## src/rtl/play_ctrl_pkg.sv

```systemverilog
// play_ctrl_pkg: shared types and helpers for the tone-player playback sequencer.
//   state_t      : sequencer state encoding (IDLE / PLAY / PAUSE)
//   TEMPO_*      : tempo select codes driven on play_ctrl.tempo
//   tempo_period : beat length in clock cycles for a tempo code
package play_ctrl_pkg;

  typedef enum logic [1:0] {
    IDLE  = 2'b00,
    PLAY  = 2'b01,
    PAUSE = 2'b10
  } state_t;

  localparam logic [1:0] TEMPO_NORM = 2'b00;
  localparam logic [1:0] TEMPO_FAST = 2'b01;
  localparam logic [1:0] TEMPO_SLOW = 2'b10;

  // Code 2'b11 is unassigned and plays at normal tempo.
  function automatic int unsigned tempo_period(input logic [1:0] tempo,
                                               input int unsigned beat_cycles);
    int unsigned p;
    case (tempo)
      TEMPO_FAST: p = beat_cycles / 2;
      TEMPO_SLOW: p = beat_cycles * 2;
      default:    p = beat_cycles;
    endcase
    return p;
  endfunction

endpackage

```

## src/rtl/play_ctrl_beat_timer.sv

```systemverilog
// beat_timer: beat counter with a latched beat period.
//   clk, reset : clock and asynchronous active-low reset
//   tempo      : tempo code sampled whenever the period is (re)loaded
//   load       : start of playback; counter to 0 and period reloaded
//   clear      : counter to 0, period kept
//   run        : count this cycle; at the last cycle of the beat the
//                counter wraps to 0 and the period is reloaded
//   at_end     : counter is on the last cycle of the beat
//   in_window  : counter is before the articulation gap (sound allowed)
module beat_timer
  import play_ctrl_pkg::*;
#(
  parameter int unsigned BEAT_CYCLES = 2500000,
  parameter int unsigned GAP_CYCLES  = 250000,
  parameter int unsigned CNT_BITS    = 23
) (
  input  logic       clk,
  input  logic       reset,
  input  logic [1:0] tempo,
  input  logic       load,
  input  logic       clear,
  input  logic       run,
  output logic       at_end,
  output logic       in_window
);

  logic [CNT_BITS-1:0] beat_cnt;
  logic [CNT_BITS-1:0] period;
  logic [CNT_BITS-1:0] next_period;

  assign next_period = CNT_BITS'(tempo_period(tempo, BEAT_CYCLES));
  assign at_end      = (beat_cnt == period - CNT_BITS'(1));

  // Compare as beat_cnt + GAP < period in a wide domain so a gap at or
  // beyond the period simply keeps the whole beat silent instead of
  // wrapping around.
  assign in_window = ((33'(beat_cnt) + 33'(GAP_CYCLES)) < 33'(period));

  always_ff @(posedge clk or negedge reset) begin
    if (!reset) begin
      beat_cnt <= '0;
      period   <= CNT_BITS'(BEAT_CYCLES);
    end else if (load) begin
      beat_cnt <= '0;
      period   <= next_period;
    end else if (clear) begin
      beat_cnt <= '0;
    end else if (run) begin
      if (at_end) begin
        beat_cnt <= '0;
        period   <= next_period;
      end else begin
        beat_cnt <= beat_cnt + CNT_BITS'(1);
      end
    end
  end

endmodule

```

## src/rtl/play_ctrl.sv

```systemverilog
// play_ctrl: playback sequencer for the tone player (10 MHz domain).
//   clk_10m, reset : system clock, asynchronous active-low reset
//   btn_play/stop/next/prev : level buttons, rising-edge detected here
//   loop_en        : restart the song at its end instead of stopping
//   tempo          : 00 normal, 01 fast, 10 slow, 11 normal
//   rom_addr       : {song, note index} to the song ROM (registered)
//   mute           : speaker gate, 1 = silent (registered)
//   playing/paused : registered state decode
//   beat_tick      : one-cycle pulse as the note index advances
//   state_dbg      : live FSM state for observation
module play_ctrl
  import play_ctrl_pkg::*;
#(
  parameter int unsigned BEAT_CYCLES = 2500000,
  parameter int unsigned GAP_CYCLES  = 250000,
  parameter int unsigned SONG_BITS   = 2,
  parameter int unsigned IDX_BITS    = 6,
  parameter int unsigned CNT_BITS    = 23
) (
  input  logic                          clk_10m,
  input  logic                          reset,
  input  logic                          btn_play,
  input  logic                          btn_stop,
  input  logic                          btn_next,
  input  logic                          btn_prev,
  input  logic                          loop_en,
  input  logic [1:0]                    tempo,
  output logic [SONG_BITS+IDX_BITS-1:0] rom_addr,
  output logic                          mute,
  output logic                          playing,
  output logic                          paused,
  output logic                          beat_tick,
  output logic [1:0]                    state_dbg
);

  state_t               state, state_d;
  logic [SONG_BITS-1:0] song, song_d;
  logic [IDX_BITS-1:0]  idx, idx_d;
  logic                 play_q, stop_q, next_q, prev_q;
  logic                 e_play, e_stop, e_next, e_prev;
  logic                 t_load, t_clear, t_run;
  logic                 at_end, in_window, boundary;

  assign e_play = btn_play & ~play_q;
  assign e_stop = btn_stop & ~stop_q;
  assign e_next = btn_next & ~next_q;
  assign e_prev = btn_prev & ~prev_q;

  assign boundary  = (state == PLAY) && at_end;
  assign state_dbg = state;

  beat_timer #(
    .BEAT_CYCLES (BEAT_CYCLES),
    .GAP_CYCLES  (GAP_CYCLES),
    .CNT_BITS    (CNT_BITS)
  ) u_timer (
    .clk       (clk_10m),
    .reset     (reset),
    .tempo     (tempo),
    .load      (t_load),
    .clear     (t_clear),
    .run       (t_run),
    .at_end    (at_end),
    .in_window (in_window)
  );

  // Only the highest-priority edge acts (stop > next > prev > play); any
  // button action takes precedence over the beat-boundary update.
  always_comb begin
    state_d = state;
    song_d  = song;
    idx_d   = idx;
    t_load  = 1'b0;
    t_clear = 1'b0;
    t_run   = 1'b0;
    if (e_stop) begin
      state_d = IDLE;
      idx_d   = '0;
      t_clear = 1'b1;
    end else if (e_next) begin
      song_d  = song + SONG_BITS'(1);
      idx_d   = '0;
      t_clear = 1'b1;
    end else if (e_prev) begin
      song_d  = song - SONG_BITS'(1);
      idx_d   = '0;
      t_clear = 1'b1;
    end else if (e_play) begin
      case (state)
        IDLE: begin
          state_d = PLAY;
          idx_d   = '0;
          t_load  = 1'b1;
        end
        PLAY:    state_d = PAUSE;
        PAUSE:   state_d = PLAY;
        default: state_d = IDLE;
      endcase
    end else if (state == PLAY) begin
      t_run = 1'b1;
      if (at_end) begin
        if (idx == {IDX_BITS{1'b1}}) begin
          idx_d = '0;
          if (!loop_en) state_d = IDLE;
        end else begin
          idx_d = idx + IDX_BITS'(1);
        end
      end
    end
  end

  always_ff @(posedge clk_10m or negedge reset) begin
    if (!reset) begin
      state  <= IDLE;
      song   <= '0;
      idx    <= '0;
      play_q <= 1'b0;
      stop_q <= 1'b0;
      next_q <= 1'b0;
      prev_q <= 1'b0;
    end else begin
      state  <= state_d;
      song   <= song_d;
      idx    <= idx_d;
      play_q <= btn_play;
      stop_q <= btn_stop;
      next_q <= btn_next;
      prev_q <= btn_prev;
    end
  end

  // Outputs lag the state/index registers by one cycle.
  always_ff @(posedge clk_10m or negedge reset) begin
    if (!reset) begin
      rom_addr  <= '0;
      mute      <= 1'b1;
      playing   <= 1'b0;
      paused    <= 1'b0;
      beat_tick <= 1'b0;
    end else begin
      rom_addr  <= {song, idx};
      mute      <= !((state == PLAY) && in_window);
      playing   <= (state == PLAY);
      paused    <= (state == PAUSE);
      beat_tick <= boundary;
    end
  end

endmodule

```

## config.mk

```make
export PLATFORM = sky130hd
export DESIGN_NAME = play_ctrl
export DESIGN_NICKNAME = d
export VERILOG_FILES = /design/src/rtl/play_ctrl_pkg.sv /design/src/rtl/play_ctrl_beat_timer.sv /design/src/rtl/play_ctrl.sv
export SDC_FILE = /design/constraint.sdc
export NUM_CORES = 1
export LEC_CHECK = 0
export ABC_AREA = 1
export ABC_CLOCK_PERIOD_IN_PS = 3400
export BUFFER_PORTS_ARGS = -buffer_cell sky130_fd_sc_hd__buf_2
export CAP_MARGIN = 20
export CORE_MARGIN = 2
export CORE_UTILIZATION = 34
export CTS_BUF_LIST = sky130_fd_sc_hd__clkbuf_4 sky130_fd_sc_hd__clkbuf_8
export DETAILED_ROUTE_END_ITERATION = 12
export MAX_ROUTING_LAYER = met4
export REMOVE_ABC_BUFFERS = 1
export SLEW_MARGIN = 10
export SYNTH_ARGS = -nofsm -noshare
export SYNTH_HDL_FRONTEND = slang
export SYNTH_SLANG_ARGS = --single-unit
```

## constraint.sdc

```tcl
create_clock -name clk_10m -period 3.4 [get_ports clk_10m]
set_input_delay 0.51 -clock clk_10m [delete_from_list [all_inputs] [get_ports clk_10m]]
set_output_delay 0.51 -clock clk_10m [all_outputs]
set_load 0.02 [all_outputs]
```

==> flow_summary.yaml, run 1 <==
yosys:
  synth-seq-area-share: 0.3435
  synth_edf_count: 0
  postSynth.asyncResetShare: 1.000
  synth_most_common_cell: "nand2_1"
  syn-mean-instance-area_um2: 7.461
  synth.largest_area_cell: "dfrtp_1"
  synth_seq_cells: 55
  synth_top_flop_cell: "dfrtp_1"
  syn_inst: 539
  synthTopCellsByCount: "136 x nand2_1, 61 x inv_1, 51 x dfrtp_1, 44 x nor2_1, 36 x nand3_1"
  yosysWarnings: 0
  synth_cell_types: 43
  synthesis.area_um2: 4021
  synth.area.top_cells: "dfrtp_1 32%, nand2_1 13%, ha_1 8.1%, xor2_1 7.2%, inv_1 5.7%"
  synth_top_area_share: 0.3174
global_routing:
  met1_usage: 0.2292
  grt_pass1_wl_um: 16710
  met2_usage: 0.2567
  gr-total-overflow: 0
  grtUsageMet3: 0.02410
  grt_pass1_vias: 3466
  antenna_found_initial: 0
  grt_max_degree: 48
  grt_usage: 0.1673
  grt_busiest_layer: "met2"
cts:
  post_cts_buffers: 0
  clkTransAtPathRegs_ns: 0.11
  clock_sinks: 55
  cts_tree: "built"
  cts.htree.levels: 2
  clk_latency_ns: 0.32
  cts_buffer_depth: 2
  root_buffer: "clkbuf_8"
  holdBufCountCts: 0
  postCtsResizedCells: 0
  cts_inserted_buffers: 5
timing:
  worst_pin_slew_ns: 0.7087
  setup_tns_ns: 0
  hold_violations: 0
  clock_skew_ns: 0.009829
  setup_ws_ns: 0.5062
  relSlewSlack: 0.5258
  rsz0062_at_grt: "false"
  setup_violations: 0
  fmax_mhz: 345.6
  drv_slew: 0
  period_share: 0.8511
  layout_min_cycle_time_ns: 2.894
placement:
  dp_hpwl_um: 7565
  place_ws_ns: 0.5480
  place_congestion: 0.9635
  io_buffers: 22
floorplan:
  io_pins: 23
  die_x_um: 112.8
  dieArea_um2: 12710
  initial_core_util: 0.3507
  die_y_um: 112.8
  core_um2: 11470
  row_count: 39
detailed_routing:
  ant_nets: 0
  viasPerCell: 4.997
  wire_per_inst_um: 14.01
  drtPass1Iterations: 4
  vias: 3513
  drcViolationCount: 0
  dr.first_iter.drc_count: 173
  wl_um: 9851
critical_path:
  rr_worst_depth: 13
  path_max_fanout: 12
  timing.rr.start: "u_timer.period[20]$_DFFE_PN0P_"
  crit_required_ns: 3.64
  r2r_end: "u_timer.period[18]$_DFFE_PN1P_"
  critical_path_buf_inv_count: 2
  cp-end-kind: "register"
  path_class: "register to register"
  crit_chain: "inv_2 > ha_1 > inv_2 > nor2_1 > nand3_2 > nand2_2 > xor2_2 > nand3_1 > nor2_4 > nand3_1 > nand2_1 > nand2_1 > o21ai_0"
  cp_slowest_stage_delay_ns: 0.52
  ff2ff_setup_slack_ns: 0.51
  arrival_ns: 3.14
  start_kind: "register"
  crit_family: "simple AND/OR/NAND/NOR gates"
  crit_slowest_cell: "dfrtp_1"
power_and_ir_drop:
  internal_power_uw: 1311
  seq_power_share: 0.366
  fin_total_pwr_uw: 2385
  combinationalPowerShare: 0.463
  p_leak_uw: 0.002148
  switching_power_uw: 1074
  p_per_area_nw_per_um2: 545.1
  swShare: 0.4503
  power.share.clock: 0.172
  ir_drop_v: 0.0003060
finish:
  area_delta_synth_final_pct: 8.805
  drive_above_1_share: 0.1286
  diodes: 0
  fin_nets: 594
hold_path:
  holdCritPathClass: "input pin to async pin"
outcome:
  status: "finished, final reports clean"
run:
  max_cap_violations: 0
## layer usage
| layer | up-vias | share of wire |
|---|---|---|
| li1 | 1792 | - |
| met2 | 79 | 0.45 |
| met5 | - | 0 |
| met4 | 0 | 0.019 |
| met3 | 13 | 0.044 |
| met1 | 1629 | 0.49 |
## worst max-delay path by stage
stage	startpoint	endpoint	slack [ns]	cells past startpoint
5_1_grt	u_timer.period[21]$_DFFE_PN1P_	u_timer.period[18]$_DFFE_PN1P_	0.18	15
4_1_cts	u_timer.period[20]$_DFFE_PN0P_	u_timer.period[17]$_DFFE_PN1P_	0.53	13
3_3_place_gp	u_timer.beat_cnt[4]$_DFFE_PN0P_	mute$_DFF_PN1_	0.51	18
6_report	u_timer.period[20]$_DFFE_PN0P_	u_timer.period[18]$_DFFE_PN1P_	0.51	13
2_1_floorplan	u_timer.beat_cnt[4]$_DFFE_PN0P_	mute$_DFF_PN1_	0.94	17
3_5_place_dp	u_timer.beat_cnt[4]$_DFFE_PN0P_	mute$_DFF_PN1_	0.55	17
## layout by cell type (no fill, tap or decap), drive strengths merged
cell / synthesis / final
nor2: 49 / 49
o21ai: 24 / 24
o22ai: 2 / 2
or2: 3 / 3
xnor2: 5 / 5
a31oi: 2 / 2
nand4: 16 / 16
inv: 66 / 67
o211ai: 1 / 1
a41oi: 1 / 1
clkbuf: 4 / 6
o2111a: 1 / 1
dfstp: 4 / 4
nand3: 39 / 39
nand3b: 3 / 3
a21oi: 30 / 30
o31ai: 1 / 1
o221ai: 1 / 1
or3b: 1 / 1
clkinv: 1 / 1
o32ai: 1 / 1
nor3: 15 / 15
xor2: 34 / 34
clkinvlp: 0 / 1
buf: 9 / 26
and2: 1 / 1
nand2: 145 / 145
dfrtp: 51 / 51
ha: 26 / 26
a211oi: 2 / 2
nor4: 1 / 1
## worst register-to-register path, delay by kind of cell (launching register included)
family,cells,cell delay [ns]
fa+ha+maj,1,0.36
flops,1,0.52
xor+xnor,1,0.17
buf+inv,2,0.34
compound gates,1,0.10
simple gates,8,1.32
## power groups by stage
stage | sequential, uW | combinational (uW) | clock, uW
finish | 872 | 1100 | 410
global route | 888 | 1260 | 449
CTS | 872 | 1110 | 429
detailed placement | 879 | 1110 | 0
global placement | 882 | 1090 | 0
floorplan | 908 | 775 | 0
## registers in the layout, indices dropped and copies added (netlist names)
signal	flops
u_timer.beat_cnt	23
rom_addr	8
idx	6
u_timer.period	6
song	2
state_dbg	2
beat_tick	1
mute	1
next_q	1
paused	1
play_q	1
playing	1
prev_q	1
stop_q	1
## through the flow
| stage | utilization | hold slack (ns) | instance area (um2) | instances |
|---|---|---|---|---|
| 3_5_place_dp | 0.3725 | 0.3860 | 4272 | 695 |
| 3_3_place_gp | 0.3725 | 0.3875 | 4272 | 695 |
| 4_1_cts | 0.3813 | 0.2859 | 4373 | 703 |
| 2_1_floorplan | - | 0.2144 | 3953 | 526 |
| 6_report | 0.3816 | 0.1871 | 4375 | 703 |
| 5_1_grt | 0.3816 | 0.2455 | 4375 | 703 |
## kinds of logic after synthesis
family | after synthesis | share of synthesized area
AOI/OAI and AO/OA | 66 | 0.09583
xor gates and xnor gates | 39 | 0.08681
adders and majority gates | 26 | 0.08090
buffers and inverters | 80 | 0.07965
DFF | 55 | 0.3435
and+or+nand+nor | 273 | 0.3133
## layout make-up
| type | instances | area (um2) |
|---|---|---|
| clock buffer | 6 | 82.58 |
| clock inverter | 2 | 18.77 |
| fill | 1213 | 7092 |
| inverter | 67 | 251.5 |
| multi-input combinational | 404 | 2320 |
| sequential | 55 | 1381 |
| tap | 143 | 178.9 |
| timing repair buffer | 26 | 142.6 |
(Power assumes the default switching activity.)
==> inputs of run 2 (changes only) <==
- ABC_AREA: 1 -> unset
==> run 2 against run 1 <==
  * Global-route usage shrank 0.37 points
  * First-iteration DRC count is 49% higher
  * Synthesized cell count decreased by 23%
  * Clock power down 4%
  * Total power shrank 20%
  * Synthesized area down 3.5%
  * Critical path depth down 4
  * Register-to-register slack worse by 0.20 ns
  * Die area shrank 3.4%
  * Worst hold slack gained 0.12 ns
  * Design area decreased by 4.0%
  * Largest cell class unchanged
==> flow_summary.yaml, run 2 <==
detailed_routing:
  ant_nets: 0
  viasPerCell: 5.521
  drcViolationCount: 0
  dr.first_iter.drc_count: 258
  wire_per_inst_um: 16.59
  vias: 3169
  drtPass1Iterations: 7
  wl_um: 9524
floorplan:
  io_pins: 23
  row_count: 39
  die_y_um: 110.8
  core_um2: 11270
  die_x_um: 110.8
  initial_core_util: 0.3441
  dieArea_um2: 12280
finish:
  largest-register: "u_timer.beat_cnt"
  reg_top3: "u_timer.beat_cnt: 23 flops, rom_addr: 8 flops"
  fin_nets: 465
  area_delta_synth_final_pct: 8.323
  drive_above_1_share: 0.1671
  largest_reg_flops: 23
  final_cell_mix: "51 x dfrtp_1, 41 x nor2_1, 35 x nand2_1, 27 x xnor2_1, 26 x ha_1"
  final_common_cell: "dfrtp_1"
  final_core_util: 0.3727
  diodes: 0
  n_fill_cell: 1149
cts:
  post_cts_buffers: 0
  clock_sinks: 55
  holdBufCountCts: 0
  clk_latency_ns: 0.32
  cts_buffer_depth: 2
  root_buffer: "clkbuf_8"
  cts_inserted_buffers: 5
  cts.htree.levels: 2
  clkTransAtPathRegs_ns: 0.11
  cts_tree: "built"
  postCtsResizedCells: 0
global_routing:
  grtUsageMet3: 0.02351
  met2_usage: 0.2544
  grt_usage: 0.1637
  grt_pass1_wl_um: 16000
  met1_usage: 0.2271
  grt_pass1_vias: 3002
  grt_max_degree: 42
  grt_busiest_layer: "met2"
  gr-total-overflow: 0
  antenna_found_initial: 0
yosys:
  synthesis.area_um2: 3879
  synth_cell_types: 73
  syn-mean-instance-area_um2: 9.369
  yosysWarnings: 0
  synth_seq_cells: 55
  synth.area.top_cells: "dfrtp_1 33%, ha_1 8.4%, xnor2_1 6.1%, xor2_1 5.4%, nor2_1 4.0%"
  postSynth.asyncResetShare: 1.000
  synth_top_area_share: 0.3290
  synth_top_flop_cell: "dfrtp_1"
  synth-seq-area-share: 0.3561
  syn_inst: 414
  synthTopCellsByCount: "51 x dfrtp_1, 41 x nor2_1, 35 x nand2_1, 27 x xnor2_1, 26 x ha_1"
  synth_edf_count: 0
  synth.largest_area_cell: "dfrtp_1"
  synth_most_common_cell: "dfrtp_1"
power_and_ir_drop:
  p_leak_uw: 0.001892
  p_per_area_nw_per_um2: 451.4
  ir_drop_v: 0.0001930
critical_path:
  crit_slowest_cell: "dfstp_2"
  cp-end-kind: "register"
  critical_path_buf_inv_count: 1
  rr_worst_depth: 9
  path_max_fanout: 12
  crit_family: "compound AO/OA/AOI/OAI gates"
  crit_chain: "inv_1 > ha_1 > nor2b_1 > a311oi_1 > o2111ai_1 > nor4_4 > nand4_2 > a21boi_4 > mux2_4"
  crit_cells: 9
  crit_required_ns: 3.62
  cp_slowest_stage_delay_ns: 0.69
  path_class: "register to register"
  arrival_ns: 3.32
  start_kind: "register"
timing:
  worst_pin_slew_ns: 0.9529
  fmax_mhz: 322.9
  hold_violations: 0
  setup_tns_ns: 0
  layout_min_cycle_time_ns: 3.097
  holdWs_ns: 0.3052
  rsz0062_at_grt: "false"
  drv_slew: 0
  relSlewSlack: 0.3647
  period_share: 0.9109
  setup_violations: 0
  clock_skew_ns: 0.009277
placement:
  io_buffers: 22
  place_congestion: 0.8870
  dp_hpwl_um: 7042
outcome:
  status: "finished, final reports clean"
run:
  max_cap_violations: 0
hold_path:
  holdCritPathClass: "input pin to register"
  min_path_cells: 1
run 2: changes by cell type after synthesis, sizes merged, moves of 14 or more:
cell and delta:
nand2 -110, inv -55, nand3 -22, xnor2 +22
o21ai -19, a21oi -14
run 2: kinds of logic after synthesis:
| logic type | count (synthesis) | share of synthesized area |
|---|---|---|
| muxes | 9 | 0.02839 |
| adders and majority gates | 27 | 0.08645 |
| AOI/OAI and AO/OA | 64 | 0.1207 |
| and+or+nand+nor | 172 | 0.2410 |
| DFF | 55 | 0.3561 |
| buffers and inverters | 36 | 0.05226 |
| xor gates and xnor gates | 51 | 0.1152 |
run 2: report_power, final:
part	leakage (uW)	switching (uW)	internal (uW)
Sequential	0.000729	123	732
Clock	0.0000461	244	150
Combinational	0.00112	368	281
run 2: routing by layer:
layer	wire, um	vias to the layer above	part of all wire
met2	4480	99	0.47
li1	-	1501	-
met3	392	13	0.041
met5	0	-	0
met1	4510	1556	0.47
met4	141	0	0.015
run 2: final cells by class:
type,count,area (um2),share of cell area
multi-input cells,323,2295,0.5462
clock buffers,5,68.82,0.01638
clock inverters,3,23.77,0.005658
flip-flops and latches,55,1381,0.3288
inverters,11,41.29,0.009827
well taps,143,178.9,0.04258
repair buffers,34,212.7,0.05063
run 2: per-stage QoR:
step	total power, uW	setup slack (ns)	std cells	instance area (um2)
2_1_floorplan	1287	0.5026	389	3717
3_3_place_gp	1482	0.4220	566	4109
3_5_place_dp	1501	0.3602	566	4109
4_1_cts	1900	0.3420	574	4202
5_1_grt	2016	0.1243	574	4202
6_report	1897	0.3030	574	4202
run 2: path summary, 6_finish.rpt:
path,to,slack [ns],start
max,u_timer.period[19]$_DFFE_PN0P_,0.30,u_timer.period[21]$_DFFE_PN1P_
min,prev_q$_DFF_PN0_,0.31,btn_prev
max reg2reg,u_timer.period[19]$_DFFE_PN0P_,0.30,u_timer.period[21]$_DFFE_PN1P_
min reg2reg,rom_addr[7]$_DFF_PN0_,0.41,song[1]$_DFFE_PN0P_
max in group asynchronous,u_timer.period[21]$_DFFE_PN1P_,2.23,reset
min in group asynchronous,u_timer.beat_cnt[22]$_DFFE_PN0P_,0.33,reset
==> inputs of run 3 (changes only) <==
- CORE_UTILIZATION: 34 -> 60
- GPL_ROUTABILITY_DRIVEN: unset -> 1
- PLACE_DENSITY: unset -> 0.79
==> run 3 against run 2 <==
  * Via count down 1.0%
  * Sequential share of layout area increased by 0.79 points
  * Setup slack got worse by 0.0013 ns
  * Die area is 42% lower
  * Global-route usage grew 11 points
  * Clock power shrank 3%
  * Clock skew up 0.0016 ns
  * Design area down 2.4%
  * Clock-buffer cell count unchanged
  * Critical path type unchanged
  * Critical endpoint is now u_timer.period[20]$_DFFE_PN0P_
  * Highest routed layer unchanged
==> flow_summary.yaml, run 3 (synthesis results as in run 2) <==
critical_path:
  crit_slowest_cell: "dfstp_2"
  cp_slowest_stage_delay_ns: 0.67
  crit_chain: "inv_1 > ha_1 > nor2b_1 > a311oi_1 > o2111ai_1 > nor4_4 > nand4_2 > a21boi_4 > mux2_4"
  cp-end-kind: "register"
  crit_cells: 9
  path_max_fanout: 12
  timing.rr.start: "u_timer.period[21]$_DFFE_PN1P_"
  critical_path_buf_inv_count: 1
  path_class: "register to register"
  arrival_ns: 3.31
  rr_worst_depth: 9
  r2r_end: "u_timer.period[20]$_DFFE_PN0P_"
  crit_family: "compound AO/OA/AOI/OAI gates"
  start_kind: "register"
  crit_required_ns: 3.61
  worstSetupEndpoint: "u_timer.period[20]$_DFFE_PN0P_"
  crit_start: "u_timer.period[21]$_DFFE_PN1P_"
  ff2ff_setup_slack_ns: 0.30
power_and_ir_drop:
  ir_drop_v: 0.0002515
  swShare: 0.3792
  p_per_area_nw_per_um2: 457.2
  fin_total_pwr_uw: 1876
  internal_power_uw: 1164
  combinationalPowerShare: 0.348
  power.share.clock: 0.204
  seq_power_share: 0.448
  p_leak_uw: 0.001881
  switching_power_uw: 711.3
timing:
  fmax_mhz: 322.8
  setup_violations: 0
  clock_skew_ns: 0.01091
  rsz0062_at_grt: "false"
  hold_violations: 0
  relSlewSlack: 0.4058
  period_share: 0.9112
  layout_min_cycle_time_ns: 3.098
  setup_tns_ns: 0
  worst_pin_slew_ns: 0.8832
  drv_slew: 0
finish:
  reg_top3: "u_timer.beat_cnt: 23 flops, rom_addr: 8 flops"
  largest_reg_flops: 23
  drive_above_1_share: 0.1651
  area_delta_synth_final_pct: 5.774
  final_common_cell: "dfrtp_1"
  n_fill_cell: 527
  final_core_util: 0.6498
  final_cell_mix: "51 x dfrtp_1, 41 x nor2_1, 35 x nand2_1, 27 x xnor2_1, 26 x ha_1"
  diodes: 0
  largest-register: "u_timer.beat_cnt"
  fin_nets: 464
floorplan:
  dieArea_um2: 7123
  core_um2: 6314
  initial_core_util: 0.6143
  die_x_um: 84.40
  row_count: 29
  io_pins: 23
  die_y_um: 84.40
global_routing:
  grt_pass1_wl_um: 14950
  grt_max_degree: 40
  grt_usage: 0.2714
  antenna_found_initial: 0
  gr-total-overflow: 0
  grt_pass1_vias: 3110
cts:
  postCtsResizedCells: 0
  post_cts_buffers: 0
  holdBufCountCts: 0
  clkTransAtPathRegs_ns: 0.11
  cts.htree.levels: 2
  root_buffer: "clkbuf_8"
  clk_latency_ns: 0.31
  cts_inserted_buffers: 5
  clock_sinks: 55
  cts_buffer_depth: 2
  cts_tree: "built"
detailed_routing:
  drcViolationCount: 0
  wl_um: 8920
  wire_per_inst_um: 17.59
  dr.first_iter.drc_count: 200
  drtPass1Iterations: 5
  ant_nets: 0
  vias: 3137
  viasPerCell: 6.187
hold_path:
  holdCritPathClass: "input pin to async pin"
placement:
  place_congestion: 0.9749
  io_buffers: 22
  dp_hpwl_um: 6771
run:
  max_cap_violations: 0
outcome:
  status: "finished, final reports clean"
[run 3: how the worst min path moves through the flow]
stage,startpoint,end,slack [ns],cells past startpoint
after floorplan,reset,beat_tick$_DFF_PN0_,0.21,0
after global placement,song[1]$_DFFE_PN0P_,rom_addr[7]$_DFF_PN0_,0.39,0
after detailed placement,song[1]$_DFFE_PN0P_,rom_addr[7]$_DFF_PN0_,0.39,0
after CTS,btn_prev,prev_q$_DFF_PN0_,0.31,1
after global routing,btn_next,next_q$_DFF_PN0_,0.30,1
final,reset,u_timer.period[9]$_DFFE_PN0P_,0.30,1
[run 3: worst register-to-register path, delay by kind of cell (launching register included)]
kind	cells	cell delay (ns)
AND/OR/NAND/NOR	3	0.80
flip-flops	1	0.67
multiplexers	1	0.33
buffers and inverters	1	0.10
adder cells (fa/ha/maj)	1	0.24
AO/OA/AOI/OAI	3	0.86
[run 3: layer usage]
metal	global-route usage	vias up	share of wire
li1	-	1506	-
met1	0.3610	1538	0.46
met2	0.4408	81	0.49
met3	0.04031	12	0.043
met4	0.06782	0	0.011
met5	-	-	0
[run 3: final cells by class]
type | instances | area (um2) | area share
clock inverter | 3 | 27.53 | 0.006709
timing repair buffer | 33 | 192.7 | 0.04697
tap | 77 | 96.34 | 0.02348
clock buffer | 5 | 68.82 | 0.01677
sequential | 55 | 1381 | 0.3367
inverter | 11 | 41.29 | 0.01006
multi-input combinational | 323 | 2295 | 0.5593
[run 3: power by group through the flow]
stage	Clock, uW	Combinational, uW	Sequential (uW)
2_1_floorplan	0	425	862
3_3_place_gp	0	630	849
3_5_place_dp	0	646	853
4_1_cts	392	652	839
5_1_grt	418	722	852
6_report	382	652	841
[run 3: per-stage QoR]
stage	hold WS (ns)	setup WS [ns]	cells	cell area [um2]
2_1_floorplan	0.2144	0.5026	389	3717
3_3_place_gp	0.3861	0.4432	499	4006
3_5_place_dp	0.3893	0.3699	499	4006
4_1_cts	0.3064	0.3465	507	4103
5_1_grt	0.3012	0.1514	507	4103
6_report	0.3039	0.3018	507	4103
